--- config.mk ---
export PLATFORM = sky130hd
export DESIGN_NAME = dmem_arbiter
export DESIGN_NICKNAME = d
export VERILOG_FILES = /design/src/rtl/dmem_arbiter_pkg.sv /design/src/rtl/dmem_arbiter.sv
export SDC_FILE = /design/constraint.sdc
export NUM_CORES = 1
export LEC_CHECK = 0
export CORE_MARGIN = 3
export CORE_UTILIZATION = 25
export CTS_CLUSTER_SIZE = 14
export DETAILED_ROUTE_END_ITERATION = 16
export GPL_TIMING_DRIVEN = 0
export HOLD_SLACK_MARGIN = 0.02
export PLACE_DENSITY = 0.58
export REMOVE_ABC_BUFFERS = 1
export SLEW_MARGIN = 0
export SYNTH_ARGS = -nofsm -noshare
export SYNTH_HDL_FRONTEND = slang
export SYNTH_SLANG_ARGS = --single-unit
--- constraint.sdc ---
create_clock -name clk -period 4.4 [get_ports clk]
set_clock_uncertainty 0.1 [all_clocks]
set_input_delay 0.44 -clock clk [delete_from_list [all_inputs] [get_ports clk]]
set_output_delay 0.44 -clock clk [all_outputs]
set_load 0.005 [all_outputs]
--- src/rtl/dmem_arbiter_pkg.sv ---
`default_nettype none
// ============================================================================
// Module      : dmem_arbiter_pkg
// Description : Shared constants for the data-memory arbiter: FSM state
//               encodings, port identifiers, sign_mask field positions and
//               the LED byte address.
// Revision    : 1.0 - initial release
// ============================================================================
package dmem_arbiter_pkg;

  // FSM state encoding
  typedef logic [1:0] state_t;
  localparam state_t ST_IDLE  = 2'd0;
  localparam state_t ST_ISSUE = 2'd1;
  localparam state_t ST_BUSY  = 2'd2;
  localparam state_t ST_DONE  = 2'd3;

  // Requester identifiers held in the grant register
  localparam logic PORT_CPU = 1'b0;
  localparam logic PORT_DBG = 1'b1;

  // sign_mask field positions
  localparam int MASK_SIGNED_BIT = 3;
  localparam int MASK_WORD_BIT   = 2;
  localparam int MASK_HALF_BIT   = 1;

  // Memory-mapped LED register; treated like any other address
  localparam logic [31:0] LED_ADDR = 32'h0000_2000;

endpackage : dmem_arbiter_pkg
`default_nettype wire

--- src/rtl/dmem_arbiter.sv ---
`default_nettype none
// ============================================================================
// Module      : dmem_arbiter
// Description : Two-port (cpu / dbg) arbiter in front of a single data memory
//               that signals completion through a clk_stall busy flag.
//               One access is outstanding at a time: IDLE -> ISSUE -> BUSY ->
//               DONE. Ties go to cpu unless DMEM_ARB_ROUND_ROBIN_EN is
//               defined, in which case the port not granted last wins.
// Config      : `define DMEM_ARB_ROUND_ROBIN_EN for round-robin arbitration.
// Revision    : 1.0 - initial release
// ============================================================================
module dmem_arbiter
  import dmem_arbiter_pkg::*;
#(
  parameter int ADDR_W = 32,
  parameter int DATA_W = 32
) (
  input  logic              clk,
  input  logic              rst,
  input  logic              cpu_req,
  input  logic              dbg_req,
  input  logic              cpu_we,
  input  logic              dbg_we,
  input  logic [ADDR_W-1:0] cpu_addr,
  input  logic [ADDR_W-1:0] dbg_addr,
  input  logic [DATA_W-1:0] cpu_wdata,
  input  logic [DATA_W-1:0] dbg_wdata,
  input  logic [3:0]        cpu_mask,
  input  logic [3:0]        dbg_mask,
  output logic              cpu_ack,
  output logic              dbg_ack,
  output logic [DATA_W-1:0] cpu_rdata,
  output logic [DATA_W-1:0] dbg_rdata,
  output logic              cpu_stall,
  output logic [ADDR_W-1:0] mem_addr,
  output logic [DATA_W-1:0] mem_write_data,
  output logic              mem_memread,
  output logic              mem_memwrite,
  output logic [3:0]        mem_sign_mask,
  input  logic [DATA_W-1:0] mem_read_data,
  input  logic              mem_clk_stall
);

  state_t              r_state;
  state_t              w_next_state;
  logic                r_gnt;
  logic                r_we;
  logic [ADDR_W-1:0]   r_addr;
  logic [DATA_W-1:0]   r_wdata;
  logic [3:0]          r_mask;
  logic                r_seen_stall;
  logic [DATA_W-1:0]   r_cpu_rdata;
  logic [DATA_W-1:0]   r_dbg_rdata;
  logic                w_any_req;
  logic                w_win;
  logic                w_done_entry;

  assign w_any_req = cpu_req | dbg_req;

`ifdef DMEM_ARB_ROUND_ROBIN_EN
  // High when dbg should win the next tie (cpu was granted last)
  logic r_prio_dbg;

  // Tie goes to the port not granted last; a lone request always wins
  always_comb begin
    w_win = PORT_CPU;
    if (cpu_req && dbg_req) w_win = r_prio_dbg;
    else if (dbg_req)       w_win = PORT_DBG;
  end

  // Pointer flips toward the other port on every grant
  always_ff @(posedge clk) begin
    if (rst) begin
      r_prio_dbg <= 1'b0;
    end else if (r_state == ST_IDLE && w_any_req) begin
      r_prio_dbg <= (w_win == PORT_CPU);
    end
  end
`else
  // Fixed priority: cpu wins whenever it requests
  always_comb begin
    w_win = cpu_req ? PORT_CPU : PORT_DBG;
  end
`endif

  // State register
  always_ff @(posedge clk) begin
    if (rst) r_state <= ST_IDLE;
    else     r_state <= w_next_state;
  end

  // Next-state logic
  always_comb begin
    w_next_state = r_state;
    case (r_state)
      ST_IDLE:  if (w_any_req) w_next_state = ST_ISSUE;
      ST_ISSUE: w_next_state = ST_BUSY;
      ST_BUSY:  if (r_seen_stall && !mem_clk_stall) w_next_state = ST_DONE;
      ST_DONE:  w_next_state = ST_IDLE;
      default:  w_next_state = ST_IDLE;
    endcase
  end

  // Load data is captured on entry to DONE so rdata is valid alongside ack
  assign w_done_entry = (r_state == ST_BUSY) && (w_next_state == ST_DONE);

  // Grant register, stall-seen tracking and per-port read-data holding
  always_ff @(posedge clk) begin
    if (rst) begin
      r_gnt        <= PORT_CPU;
      r_we         <= 1'b0;
      r_addr       <= '0;
      r_wdata      <= '0;
      r_mask       <= '0;
      r_seen_stall <= 1'b0;
      r_cpu_rdata  <= '0;
      r_dbg_rdata  <= '0;
    end else begin
      if (r_state == ST_IDLE && w_any_req) begin
        r_gnt   <= w_win;
        r_we    <= (w_win == PORT_DBG) ? dbg_we    : cpu_we;
        r_addr  <= (w_win == PORT_DBG) ? dbg_addr  : cpu_addr;
        r_wdata <= (w_win == PORT_DBG) ? dbg_wdata : cpu_wdata;
        r_mask  <= (w_win == PORT_DBG) ? dbg_mask  : cpu_mask;
      end
      if (r_state != ST_BUSY)    r_seen_stall <= 1'b0;
      else if (mem_clk_stall)    r_seen_stall <= 1'b1;
      if (w_done_entry && !r_we) begin
        if (r_gnt == PORT_DBG) r_dbg_rdata <= mem_read_data;
        else                   r_cpu_rdata <= mem_read_data;
      end
    end
  end

  // Outputs decoded from state and the grant register
  always_comb begin
    mem_memread    = (r_state == ST_ISSUE) && !r_we;
    mem_memwrite   = (r_state == ST_ISSUE) &&  r_we;
    cpu_ack        = (r_state == ST_DONE) && (r_gnt == PORT_CPU);
    dbg_ack        = (r_state == ST_DONE) && (r_gnt == PORT_DBG);
    cpu_stall      = cpu_req && !cpu_ack;
    mem_addr       = r_addr;
    mem_write_data = r_wdata;
    mem_sign_mask  = r_mask;
    cpu_rdata      = r_cpu_rdata;
    dbg_rdata      = r_dbg_rdata;
  end

endmodule : dmem_arbiter
`default_nettype wire

# Word-level counts from Yosys, hierarchy flattened
# Cells that the tools add are included.
[totals] ff_bits=137 in_bits=175 wordCells=40 output_inout_bits=137
[classes] bitwise=2 n_reduce_logical=16 muxes=8 n_eq_ne=5
[ops] op="32-bit two-way mux" n=2
[ops] op="1-bit logical AND" n=9
[ops] op="2-bit case mux with 4 select lines" n=1
[ops] op="2-bit == test (second input constant)" n=3
[ops] op="2-bit two-way mux" n=2
[ops] op="4-bit two-way mux" n=1
[ops] op="2-bit AND reduction" n=2
[ops] op="1-bit logical NOT" n=3
[ops] op="2-bit by 1-bit == test with 1-bit output (second input constant)" n=1
[ops] op="2-bit logical NOT" n=1
[ops] op="1-bit two-way mux" n=2
[ops] op="2-bit inequality test (second input constant)" n=1
[ops] op="2-bit OR reduction" n=1
[ops] op="1-bit NOT" n=1
[ops] op="1-bit bitwise OR" n=1

# Depth between registers and ports, before layout
[logic_depth] depth_word=8 depth_mapped=7 depth_no_buf=5

# Worst setup path before layout
# Ideal clock, no wire load.
[synth_timing] path_type="reg2reg" from="register r_state[0]" to="register r_dbg_rdata[10] (netlist: dbg_rdata[10])" setup_time_ns=0.072 slack_ns=2.515 t_required_ns=4.228 t_arrival_ns=1.714 n_path_buf=1 synth_period_minus_slack_ns=1.885 path_stages_with_launch=7 path_cell_list="dfxtp_1 inv_1 ha_1 or4b_4 o311ai_2 buf_6 mux2i_1"
[synth_via] elab_chain_cells=6 word_cells_on_any_way=11 cone_classes="eq/ne (4); mux (3); reduce/logical (4)"
[synth_rtl] item="start, declared" line_no="dmem_arbiter.sv:44" text="state_t r_state;"
[synth_rtl] item="start signal, assigned" line_no="dmem_arbiter.sv:89" text="else r_state <= w_next_state;"
[synth_rtl] item="2-bit == test (tied with other cells)" line_no="dmem_arbiter.sv:95" text="case (r_state)"
[synth_rtl] item="2-bit case mux with 4 select lines" line_no="dmem_arbiter.sv:95"
[synth_rtl] item="2-bit == test" line_no="dmem_arbiter.sv:105" text="assign w_done_entry = (r_state == ST_BUSY) && (w_next_state == ST_DONE);"
[synth_rtl] item="1-bit logical AND *" line_no="dmem_arbiter.sv:105"
[synth_rtl] item="1-bit logical AND *" line_no="dmem_arbiter.sv:128" text="if (w_done_entry && !r_we) begin"
[synth_rtl] item="2-bit AND reduction (no source line) *"
[synth_rtl] item="end signal, assigned" line_no="dmem_arbiter.sv:129" text="if (r_gnt == PORT_DBG) r_dbg_rdata <= mem_read_data;"
[synth_rtl] item="end, declared" line_no="dmem_arbiter.sv:53" text="logic [DATA_W-1:0] r_dbg_rdata;"
# Every way passes the cells marked *; elsewhere a longest branch is shown, timed or not.
# A chain may end at the register's enable or synchronous reset.

# Worst setup path in the final report
[layout_timing] from="register r_state[0]" to="register r_dbg_rdata[20] (netlist: dbg_rdata[20])"
# The elaborated chain is that of the path after synthesis.

==> out/metrics.cfg <==
[detailed_routing]
vias = 5057
drcViolationCount = 0
highest_layer = met4
totalWireLength_um = 18100
wl_per_cell_um = 15.1
ant_nets = 0
wl_met3_um = 1590
met1_length_um = 7990
via_per_inst = 4.24
wl_met2_um = 8270
drt_first_pass_iters = 4
drt_iter0_markers = 182

[cts]
clock_path_buffers = 2
path_clk_slew_ns = 0.06
clk_latency_ns = 0.41
cts_setup_buffers = 0
cts_resized = 0
cts.sinks = 137
cts_hold_buf = 0
cts_buffers = 17
cts_tree = done
clockRootBuffer = clkbuf_16
htreeDepth = 4

[global_route]
grt_max_degree = 90
grt_pass1_wl_um = 27900
grt_pass1_vias = 4951
grt_use_total_pct = 13.7
grt.overflow.total = 0
antenna_found_initial = 0

[outcome]
status = finished, final reports clean

[placement]
io_buffers = 311
globalplace.congestion = 0.700
place_inst = 1162
hpwl_um = 13400

[worst_setup_path]
path_max_fanout = 13
worstSetupStartpointType = flip-flop
worst_r2r_endpoint = dbg_rdata[20]$_SDFFE_PP0P_
worst_setup_path_end_kind = flip-flop
critPathLaunch = r_state[0]$_SDFF_PP0_
worst-endpoint-arrival_ns = 2.72
r2r_cells = 6
endpoint = dbg_rdata[20]$_SDFFE_PP0P_
r2r-start = r_state[0]$_SDFF_PP0_
regToRegSetupSlack_ns = 1.92
critPathRequiredTime_ns = 4.64
worst-setup-path-type = flip-flop to flip-flop

[yosys]
synth-seq-cells = 137
postSynthAreaPerCell_um2 = 10.2
synth-simple-area-share_pct = 16.1
yosys-mux-area-fraction_pct = 22.5
synth_top_area_share_pct = 46.3
syn_area_um2 = 5920
ys_warn_count = 0
synth_xor_area_share_pct = 0
synth_sequential_area_ratio_pct = 46.3
yosysTopAreaCell = dfxtp_1
ys_types = 22
synth-compound-area-share_pct = 9.70
synth_area_leaders = dfxtp_1, mux2i_1, nand2b_1
synthCells = 580
synth_top_family_by_area = multiplexers
synth_fa_ha_area_share_pct = 1.06

[floorplanning]
fp-row-count = 55
die_w_um = 160
core_area_um2 = 23000
io_pins = 312
initial_utilization_pct = 25.8
die_area_um2 = 25600
die_h_um = 160

[pwr]
power.leakage_nw = 3.89
p_clk_share_pct = 33.4
power.internal_w = 0.00301
sw_frac_of_total_pct = 28.8
p_sw_w = 0.00122
comb_power_share_pct = 29.7
p_seq_share_pct = 36.9
ir_drop_mv = 0.212
power_density_nw_per_um2 = 427

[timing]
layout_min_cycle_time_ns = 2.48
whs_ns = 0.369
max_freq_mhz = 403
rsz0062_at_grt = no
finalMaxSlewViolations = 0
final-setup-viol-count = 0
tightest_slew_ns = 0.828
finalCritPeriodShare_pct = 56.4
relSlewSlack_pct = 44.8
hold_viol_final = 0

[hold_path]
hold_class = flip-flop to flip-flop
min_path_cells = 2

[job]
maxCapViolCount = 0

[final_layout]
antenna_cells = 0
area_delta_synth_final_pct = 67.3
drive_gt1_share_pct = 4.77
fin_nets = 1048
finalNonFillerCells = 1193

metrics by stage:
step                instance area [um2]  worst slack (ns)  util (%)  total power [W]  TNS (ns)
global placement                   9180             -3.60      39.9          0.00291   -381.08
finish                             9910              1.92      43.1          0.00423         0
CTS                                9910              1.87      43.1          0.00433         0
detailed placement                 9330              1.79      40.6          0.00287         0
floorplan                          5680             0.932         -          0.00212         0
global route                       9910              1.74      43.1          0.00450         0
worst min path at each step:
stage                                     from                         end  slack [ns]
floorplan            cpu_rdata[0]$_SDFFE_PP0P_   cpu_rdata[0]$_SDFFE_PP0P_        0.36
detailed placement  cpu_rdata[31]$_SDFFE_PP0P_  cpu_rdata[31]$_SDFFE_PP0P_        0.36
CTS                                        rst       r_state[1]$_SDFF_PP0_        0.37
global placement     cpu_rdata[7]$_SDFFE_PP0P_   cpu_rdata[7]$_SDFFE_PP0P_        0.36
global route        cpu_rdata[14]$_SDFFE_PP0P_  cpu_rdata[14]$_SDFFE_PP0P_        0.39
finish              cpu_rdata[14]$_SDFFE_PP0P_  cpu_rdata[14]$_SDFFE_PP0P_        0.37
flip-flops by register name, summed over array words and instances, names as in the netlist:
signal,count
mem_addr,32
dbg_rdata,32
mem_sign_mask,4
r_state,2
r_we,1
r_seen_stall,1
mem_write_data,32
cpu_rdata,32
r_gnt,1
cells in the mapped netlist:
library cell	number
a211oi_1	70
a21oi_1	2
and2_1	2
and4b_1	1
buf_1	1
buf_2	4
buf_6	8
clkbuf_1	35
dfxtp_1	137
ha_1	5
inv_1	3
mux2i_1	133
nand2b_1	97
nor2_1	70
nor2b_1	5
nor3b_1	1
nor4bb_1	1
o21a_1	1
o21ai_0	1
o311a_1	1
o311ai_2	1
or4b_4	1
power groups by stage:
stage               combinational [W]  sequential (W)  clock, W
global placement              0.00133         0.00158         0
global route                  0.00138         0.00159   0.00152
finish                        0.00126         0.00156   0.00141
floorplan                    0.000518         0.00160         0
detailed placement            0.00128         0.00159         0
CTS                           0.00129         0.00156   0.00148
per-layer routing:
layer	global-route usage [%]	vias to the layer above
met2	22.6	209
met5	0	-
met1	16.5	2239
met4	4.26	0
met3	5.50	11
li1	-	2598
final cells by class:
type                    count  area, um2
well taps                 313        392
fillers                  2316      13100
clock inverters            13        146
inverters                   3       11.3
repair buffers            317       3240
clock buffers              18        429
flip-flops and latches    137       2740
multi-input cells         392       2940
kinds of logic (layout without fill, tap and decap cells):
family	after synthesis	after routing
adder cells (fa/ha/maj)	5	5
buffers and inverters	51	351
multiplexers	133	133
AO/OA/AOI/OAI	76	76
flip-flops	137	137
AND/OR/NAND/NOR	178	178
worst max-delay path, cell delays in order (launching register included):
cell and delay [ns]:
dfxtp_1 0.49, inv_1 0.13, ha_1 0.29, o311ai_4 0.74, buf_8 0.27, buf_8 0.19
mux2i_1 0.19
cells in the final DEF, fill, tap and decap left out, drive strengths merged:
cell type	netlist	routed
clkdlybuf4s50	0	309
dfxtp	137	137
mux2i	133	133
nand2b	97	97
nor2	70	70
a211oi	70	70
clkbuf	35	18
buf	13	8
inv	3	6
nor2b	5	5
ha	5	5
clkinvlp	0	5
clkinv	0	3
and2	2	2
a21oi	2	2
bufinv	0	2
o21a	1	1
or4b	1	1
nor4bb	1	1
o311a	1	1
and4b	1	1
o311ai	1	1
o21ai	1	1
nor3b	1	1
Power figures use the tool's default switching activity.
